File: config.mk
export PLATFORM = sky130hd
export DESIGN_NAME = instr_sequencer
export DESIGN_NICKNAME = d
export VERILOG_FILES = /design/src/rtl/instr_sequencer.sv
export SDC_FILE = /design/constraint.sdc
export NUM_CORES = 1
export LEC_CHECK = 0
export CAP_MARGIN = 10
export CORE_MARGIN = 5
export CORE_UTILIZATION = 42
export CTS_CLUSTER_SIZE = 24
export DETAILED_ROUTE_END_ITERATION = 10
export PLACE_DENSITY = 0.79
export SYNTH_ARGS = -nofsm -noshare
export SYNTH_HDL_FRONTEND = slang
export SYNTH_SLANG_ARGS = --single-unit
File: constraint.sdc
create_clock -name clk -period 2 [get_ports clk]
set_clock_uncertainty 0.05 [all_clocks]
set_input_delay 0.3 -clock clk [delete_from_list [all_inputs] [get_ports clk]]
set_output_delay 0.3 -clock clk [all_outputs]
set_load 0.01 [all_outputs]
File: src/rtl/instr_sequencer.sv
// Fetch/execute control FSM driving the 12-bit PC, instruction/operand registers and execute strobe.
// Optional feature: define SINGLE_STEP_EN to add a `step` input that releases one instruction per rising edge.
module instr_sequencer #(
   parameter int         BOOT_CYCLES = 2,
   parameter logic [7:0] HALT_OPCODE = 8'hFF
) (
   input  logic        clk,
   input  logic        reset,
`ifdef SINGLE_STEP_EN
   input  logic        step,
`endif
   input  logic        run,
   input  logic        mem_ready,
   input  logic [7:0]  prog_byte,
   input  logic        flag_c,
   input  logic        flag_z,
   output logic        pc_enable,
   output logic        pc_load,
   output logic [11:0] pc_bload,
   output logic [7:0]  ir_q,
   output logic [7:0]  operand_q,
   output logic        exec_strobe,
   output logic        halted,
   output logic [2:0]  state_o
);

   localparam logic [2:0] S_BOOT   = 3'd0;
   localparam logic [2:0] S_FETCH1 = 3'd1;
   localparam logic [2:0] S_FETCH2 = 3'd2;
   localparam logic [2:0] S_EXEC   = 3'd3;
   localparam logic [2:0] S_HALT   = 3'd4;

   localparam int CW = (BOOT_CYCLES < 2) ? 1 : $clog2(BOOT_CYCLES + 1);

   logic [2:0]    state;
   logic [2:0]    state_next;
   logic [CW-1:0] boot_cnt;
   logic          take_q;
   logic          exec_q;
   logic          start_ok;
   logic          fetch1_accept;
   logic          fetch2_accept;
   logic          byte_is_halt;
   logic          byte_is_two;
   logic          take;

`ifdef SINGLE_STEP_EN
   logic step_q;
   logic pending;

   // A registered rising edge on step arms one instruction; a new edge wins over the accept clear.
   always_ff @(posedge clk or negedge reset) begin
      if (!reset) begin
         step_q  <= 1'b0;
         pending <= 1'b0;
      end else begin
         step_q <= step;
         if (step && !step_q)
            pending <= 1'b1;
         else if (fetch1_accept)
            pending <= 1'b0;
      end
   end

   assign start_ok = run | pending;
`else
   assign start_ok = run;
`endif

   assign fetch1_accept = (state == S_FETCH1) && start_ok && mem_ready;
   assign fetch2_accept = (state == S_FETCH2) && mem_ready;
   assign pc_enable     = fetch1_accept | fetch2_accept;

   assign byte_is_halt = (prog_byte == HALT_OPCODE);
   assign byte_is_two  = (prog_byte[7:4] == 4'hC) || (prog_byte[7:4] == 4'hD) ||
                         (prog_byte[7:4] == 4'hE);

   // Jump decision uses flags only in the cycle the operand byte is accepted.
   assign take = (ir_q[7:4] == 4'hE) ||
                 ((ir_q[7:4] == 4'hC) && flag_c) ||
                 ((ir_q[7:4] == 4'hD) && flag_z);

   always_comb begin
      state_next = state;
      case (state)
         S_BOOT: begin
            if (boot_cnt <= CW'(1))
               state_next = S_FETCH1;
         end
         S_FETCH1: begin
            if (fetch1_accept) begin
               if (byte_is_halt)
                  state_next = S_HALT;
               else if (byte_is_two)
                  state_next = S_FETCH2;
               else
                  state_next = S_EXEC;
            end
         end
         S_FETCH2: begin
            if (fetch2_accept)
               state_next = S_EXEC;
         end
         S_EXEC:  state_next = S_FETCH1;
         S_HALT:  state_next = S_HALT;
         default: state_next = S_BOOT;
      endcase
   end

   always_ff @(posedge clk or negedge reset) begin
      if (!reset) begin
         state    <= S_BOOT;
         boot_cnt <= CW'(BOOT_CYCLES);
      end else begin
         state <= state_next;
         if (state == S_BOOT && boot_cnt != '0)
            boot_cnt <= boot_cnt - 1'b1;
      end
   end

   // pc_load and exec_strobe are flops so the PC sees clean one-cycle pulses during EXEC.
   always_ff @(posedge clk or negedge reset) begin
      if (!reset) begin
         ir_q      <= 8'h00;
         operand_q <= 8'h00;
         pc_bload  <= 12'h000;
         take_q    <= 1'b0;
         exec_q    <= 1'b0;
      end else begin
         if (fetch1_accept)
            ir_q <= prog_byte;
         if (fetch2_accept) begin
            operand_q <= prog_byte;
            pc_bload  <= {ir_q[3:0], prog_byte};
         end
         take_q <= fetch2_accept && take;
         exec_q <= fetch1_accept && !byte_is_halt && !byte_is_two;
      end
   end

   assign pc_load     = take_q;
   assign exec_strobe = exec_q;
   assign halted      = (state == S_HALT);
   assign state_o     = state;

endmodule
# Word level (Yosys, flattened, before mapping)
# Index checks and enable logic that the tools add are counted.
[classes] addsub=1 magnitude_cmp=1 n_eq_ne=14 mux=6 n_bitwise=1 reduce_logical=18
[ops] op="$eq 4x4->1 const B" count=6
[ops] op="$pmux 3 s5" count=1
[ops] op="$mux 3" count=4
[ops] op="$logic_and 1x1->1" count=9
[ops] op="$eq 8x8->1 const B" count=1
[ops] op="$eq 3x2->1 const B" count=2
[ops] op="$ne 2x2->1 const B" count=3
[ops] op="$logic_or 1x1->1" count=4
[ops] op="$eq 3x1->1 const B" count=1
[ops] op="$eq 3x3->1 const B" count=1
[ops] op="$logic_not 3->1" count=1
[ops] op="$reduce_and 3->1" count=1
[ops] op="$le 2x1->1 const B" count=1
[ops] op="$logic_not 1->1" count=2
[ops] op="$reduce_bool 2->1" count=1
[ops] op="$sub 2x1->2 const B" count=1
[ops] op="$mux 1" count=1
[ops] op="$or 1x1->1" count=1
[word_totals] ff_bits=35 in_bits=14 out_inout_bits=35

# Depth between registers and ports, before layout
[logic_depth] depth_word=7 ltp_mapped=5 ltp_nobuf=5

# Least setup slack after synthesis
# No wires, ideal clock.
[synth_timing] path_type="flip-flop to flip-flop" startpoint="register boot_cnt[1]" endpoint="register state[0], in the netlist state_o[0]" setup_ps=138 arrival_ps=1497 required_ps=1812 setup_slack_ps=316 path_stages_with_launch=6 n_path_buf=0 period_less_slack_ps=1684 path_cell_list="dfstp_2 > inv_1 > ha_1 > or4b_2 > o21ai_0 > a211oi_1"
[synth_via] elab_chain_cells=3
[synth_lines] element="start, declared" line="37" text="logic [CW-1:0] boot_cnt;"
[synth_lines] element="start signal, assigned" line="113" text="boot_cnt <= CW'(BOOT_CYCLES);"
[synth_lines] element="start signal, assigned" line="117" text="boot_cnt <= boot_cnt - 1'b1;"
[synth_lines] element="$le 2x1->1" line="87" text="if (boot_cnt <= CW'(1))"
[synth_lines] element="$ne 2x2->1 (no line)"
[synth_lines] element="$reduce_and 3->1 (no line)"
[synth_lines] element="end signal, assigned" line="115" text="state <= state_next;"
[synth_lines] element="end, declared" line="35" text="logic [2:0] state;"
# No other way between the ends.
# A chain may end at the register's enable or synchronous reset.

# Final worst setup path
[layout_timing] startpoint="register state[1], in the netlist state_o[1]" endpoint="output halted"
[layout_via] elab_chain_cells=1
[layout_lines] element="$eq 3x3->1" line="143" text="assign halted = (state == S_HALT);"
[layout_lines] element="end, declared" line="23" text="output logic halted,"
# No other way between the ends.

==> impl_metrics.py <==
metrics = {
    "status": {
        "run_status": "finished, final reports clean",
    },
    "clock_network": {
        "insertion_delay_ns": 0.33,
        "ctsHtreeMaxLevel": 1,
        "clock_tree.root_cell": "sky130_fd_sc_hd__clkbuf_4",
        "cts_made_buffers": 3,
        "clock_sink_count": 27,
        "cts_tree": "yes",
        "postCtsHoldBufs": 0,
        "worst_setup_hold_path_clk_slew_ns": 0.14,
        "ctsLongestPathBuffers": 2,
    },
    "synthesis": {
        "synth-warning-count": 0,
        "seq_area_frac_synth_pct": 54.4,
        "mappedNetlistNets": 103,
        "ys_ff_latch": 27,
        "syn_avg_cell_area_um2": 14.3,
        "synth_area_um2": 1240,
        "synth.lib_cells_used.distinct": 29,
        "netlist_instances": 87,
    },
    "floorplan": {
        "design.core.area_um2": 2810,
        "boundaryPins": 49,
        "die_h_um": 64.4,
        "die-width_um": 64.4,
        "die-area_um2": 4150,
        "initial_utilization_pct": 44.4,
        "num_rows": 19,
    },
    "layout": {
        "design.final.nets": 153,
        "finalInstanceArea_um2": 1760,
        "final_layout_size_suffix_gt1_share_pct": 29.4,
        "n_antenna_cell": 0,
        "synthToLayoutAreaGrowth_pct": 41.2,
    },
    "pwr": {
        "power.total_mw": 1.33,
        "p_leak_nw": 0.795,
        "powerDensity_nw_per_um2": 758,
        "vdd_drop_max_uv": 404,
    },
    "timing": {
        "timing.final.max_slew_violations": 0,
        "tightestPinTransition_ns": 0.522,
        "finalHoldViolCount": 0,
        "post-route-min-period_ns": 1.82,
        "grt_setup_unrepaired": "no",
        "finalSetupViolations": 0,
        "fmax_mhz": 548,
        "final_min_period_over_clock_period_pct": 91.2,
        "timing.max_slew.rel_slack_pct": 64.9,
    },
    "placed_design": {
        "dpl_cell_area_um2": 1710,
        "detailed_place_hpwl_mm": 1.98,
        "total_of_buffers_placed_on_input_and_output_ports": 48,
        "gp_routability_congestion": 0.715,
    },
    "critical_path": {
        "crit_path_kind": "flop to output port",
        "worstPathRequired_ns": 1.65,
        "worst_r2r_startpoint": "boot_cnt[1]$_DFFE_PN1P_",
        "timing.critical_path.fanout_max": 4,
        "timing.critical_path.to_type": "output port",
        "timing.critical_path.arrival_ns": 1.47,
        "critical_path.startpoint_type": "flop",
        "timing.critical_path.from": "state_o[1]$_DFFE_PN0P_",
    },
    "drt": {
        "avgRoutedWirePerCell_um": 15.2,
        "count_of_antenna_violating_nets_left_after_detailed_routing": 0,
        "route.detailed.vias_per_inst": 4.94,
        "routed_wirelength_mm": 2.55,
        "drt_pre_antenna_iters": 4,
        "detail_route.iter0.violations": 28,
        "route.vias.total": 825,
        "drc_errors": 0,
    },
    "global_routing": {
        "grt_start_max_net_pins": 28,
        "grt.overflow.total": 0,
        "globalRouteTotalUtil_pct": 13.1,
        "via_count_of_the_first_global_routing_pass": 870,
        "number_of_antenna_violations_at_the_first_check_in_global_routing": 0,
        "grt_pass1_wl_mm": 4.27,
    },
    "worst_hold_path": {
        "holdCritPathClass": "input pin to asynchronous set/reset pin",
    },
    "flow_run": {
        "number_of_max_cap_violations": 0,
    },
}
## logic make-up after synthesis
kind of cell    after synthesis  synth area share (%)
flops                        27                  54.4
buf+inv                      13                  7.54
simple gates                 17                  11.4
compound gates                6                  3.02
xor+xnor                      1                 0.704
mux                          21                  21.0
fa+ha+maj                     2                  2.01
## metal layers
metal | up-vias | global-route usage, % | wire length, µm
met1 | 401 | 14.9 | 1000
li1 | 392 | - | -
met2 | 30 | 23.7 | 1350
met5 | - | 0 | 0
met4 | 0 | 3.17 | 20
met3 | 2 | 4.49 | 176
## power by group
group | switching (mW) | total (mW) | leakage (nW) | internal (mW)
sequential | 0.0547 | 0.674 | 0.331 | 0.620
clock | 0.156 | 0.231 | 0.0177 | 0.0752
combinational | 0.146 | 0.427 | 0.447 | 0.281
## final cells by class
cell class	instances	area, µm²
clock buffers	3	22.5
clock inverters	1	5.00
fillers	235	1050
inverters	3	11.3
multi-input cells	47	474
flip-flops and latches	27	679
well taps	31	38.8
repair buffers	55	527
## cell usage in the layout (no fill, tap or decap), drive strengths merged, types with 2 or more instances in the layout
cell type	instances
o21ai	2
clkbuf	4
ha	2
clkdlybuf4s50	46
nor3b	2
mux2	20
nor2	3
inv	3
nand2b	2
dfrtp	26
buf	7
nand2	2
## sequential cells by signal, indices dropped and copies added, names as in the netlist
| name | cells |
|---|---|
| boot_cnt | 2 |
| exec_strobe | 1 |
| ir_q | 8 |
| pc_bload | 12 |
| pc_load | 1 |
| state_o | 3 |
## what timing repair did
item                       4_1_cts  5_1_grt
setup endpoints to repair        2        1
resized for setup                4        2
buffers inserted                 3        0
## worst max-delay path, cell delays in order, from the launching register on
cell                            delay (ns)
sky130_fd_sc_hd__dfrtp_2              0.46
sky130_fd_sc_hd__buf_4                0.15
sky130_fd_sc_hd__nor3b_1              0.23
sky130_fd_sc_hd__dlygate4sd2_1        0.30
## stage by stage
stage	hold slack, ns	setup WS [ns]	util (%)	instances	TNS, ns
global route	0.276	0.0562	62.7	167	0
global placement	0.439	-0.159	61.0	160	-0.159
detailed placement	0.446	-0.192	61.0	160	-0.192
floorplan	-0.0456	0.316	-	87	0
finish	0.274	0.177	62.7	167	0
CTS	0.268	0.0667	62.8	167	0
## worst paths after layout
| kind | endpoint | slack (ns) | cells after the start |
|---|---|---|---|
| max | halted | 0.18 | 3 |
| min | ir_q[7]$_DFFE_PN0P_ | 0.27 | 2 |
| max reg2reg | state_o[0]$_DFFE_PN0P_ | 0.25 | 5 |
| min reg2reg | pc_bload[8]$_DFFE_PN0P_ | 0.47 | 1 |
| max in group asynchronous | boot_cnt[1]$_DFFE_PN1P_ | 1.32 | 2 |
| min in group clk | pc_bload[8]$_DFFE_PN0P_ | 0.47 | 1 |
## Yosys cell counts
cell / number / area (µm²)
sky130_fd_sc_hd__buf_6: 2 / 22.5
sky130_fd_sc_hd__or4b_2: 1 / 10.0
sky130_fd_sc_hd__nand2b_4: 1 / 13.8
sky130_fd_sc_hd__a211oi_1: 1 / 7.51
sky130_fd_sc_hd__nor3b_4: 1 / 18.8
sky130_fd_sc_hd__nor4_1: 1 / 6.26
sky130_fd_sc_hd__nand3b_1: 1 / 7.51
sky130_fd_sc_hd__nand2_1: 2 / 7.51
sky130_fd_sc_hd__o21ai_0: 2 / 10.0
sky130_fd_sc_hd__nor3_1: 1 / 5.00
sky130_fd_sc_hd__mux2i_1: 1 / 10.0
sky130_fd_sc_hd__inv_1: 3 / 11.3
sky130_fd_sc_hd__mux2_2: 13 / 146
sky130_fd_sc_hd__dfrtp_1: 26 / 651
sky130_fd_sc_hd__nand2b_1: 1 / 6.26
sky130_fd_sc_hd__and4_1: 1 / 8.76
sky130_fd_sc_hd__or2_4: 1 / 8.76
sky130_fd_sc_hd__a31oi_1: 1 / 6.26
sky130_fd_sc_hd__o22ai_1: 1 / 6.26
sky130_fd_sc_hd__xnor2_1: 1 / 8.76
sky130_fd_sc_hd__nor2_1: 3 / 11.3
sky130_fd_sc_hd__dfstp_2: 1 / 26.3
sky130_fd_sc_hd__ha_1: 2 / 25.0
sky130_fd_sc_hd__nand4_1: 1 / 6.26
sky130_fd_sc_hd__a21o_1: 1 / 7.51
sky130_fd_sc_hd__buf_4: 8 / 60.1
sky130_fd_sc_hd__mux2_4: 7 / 105
sky130_fd_sc_hd__nand4b_4: 1 / 23.8
sky130_fd_sc_hd__nor3b_1: 1 / 7.51
Power figures use the tool's default switching activity.
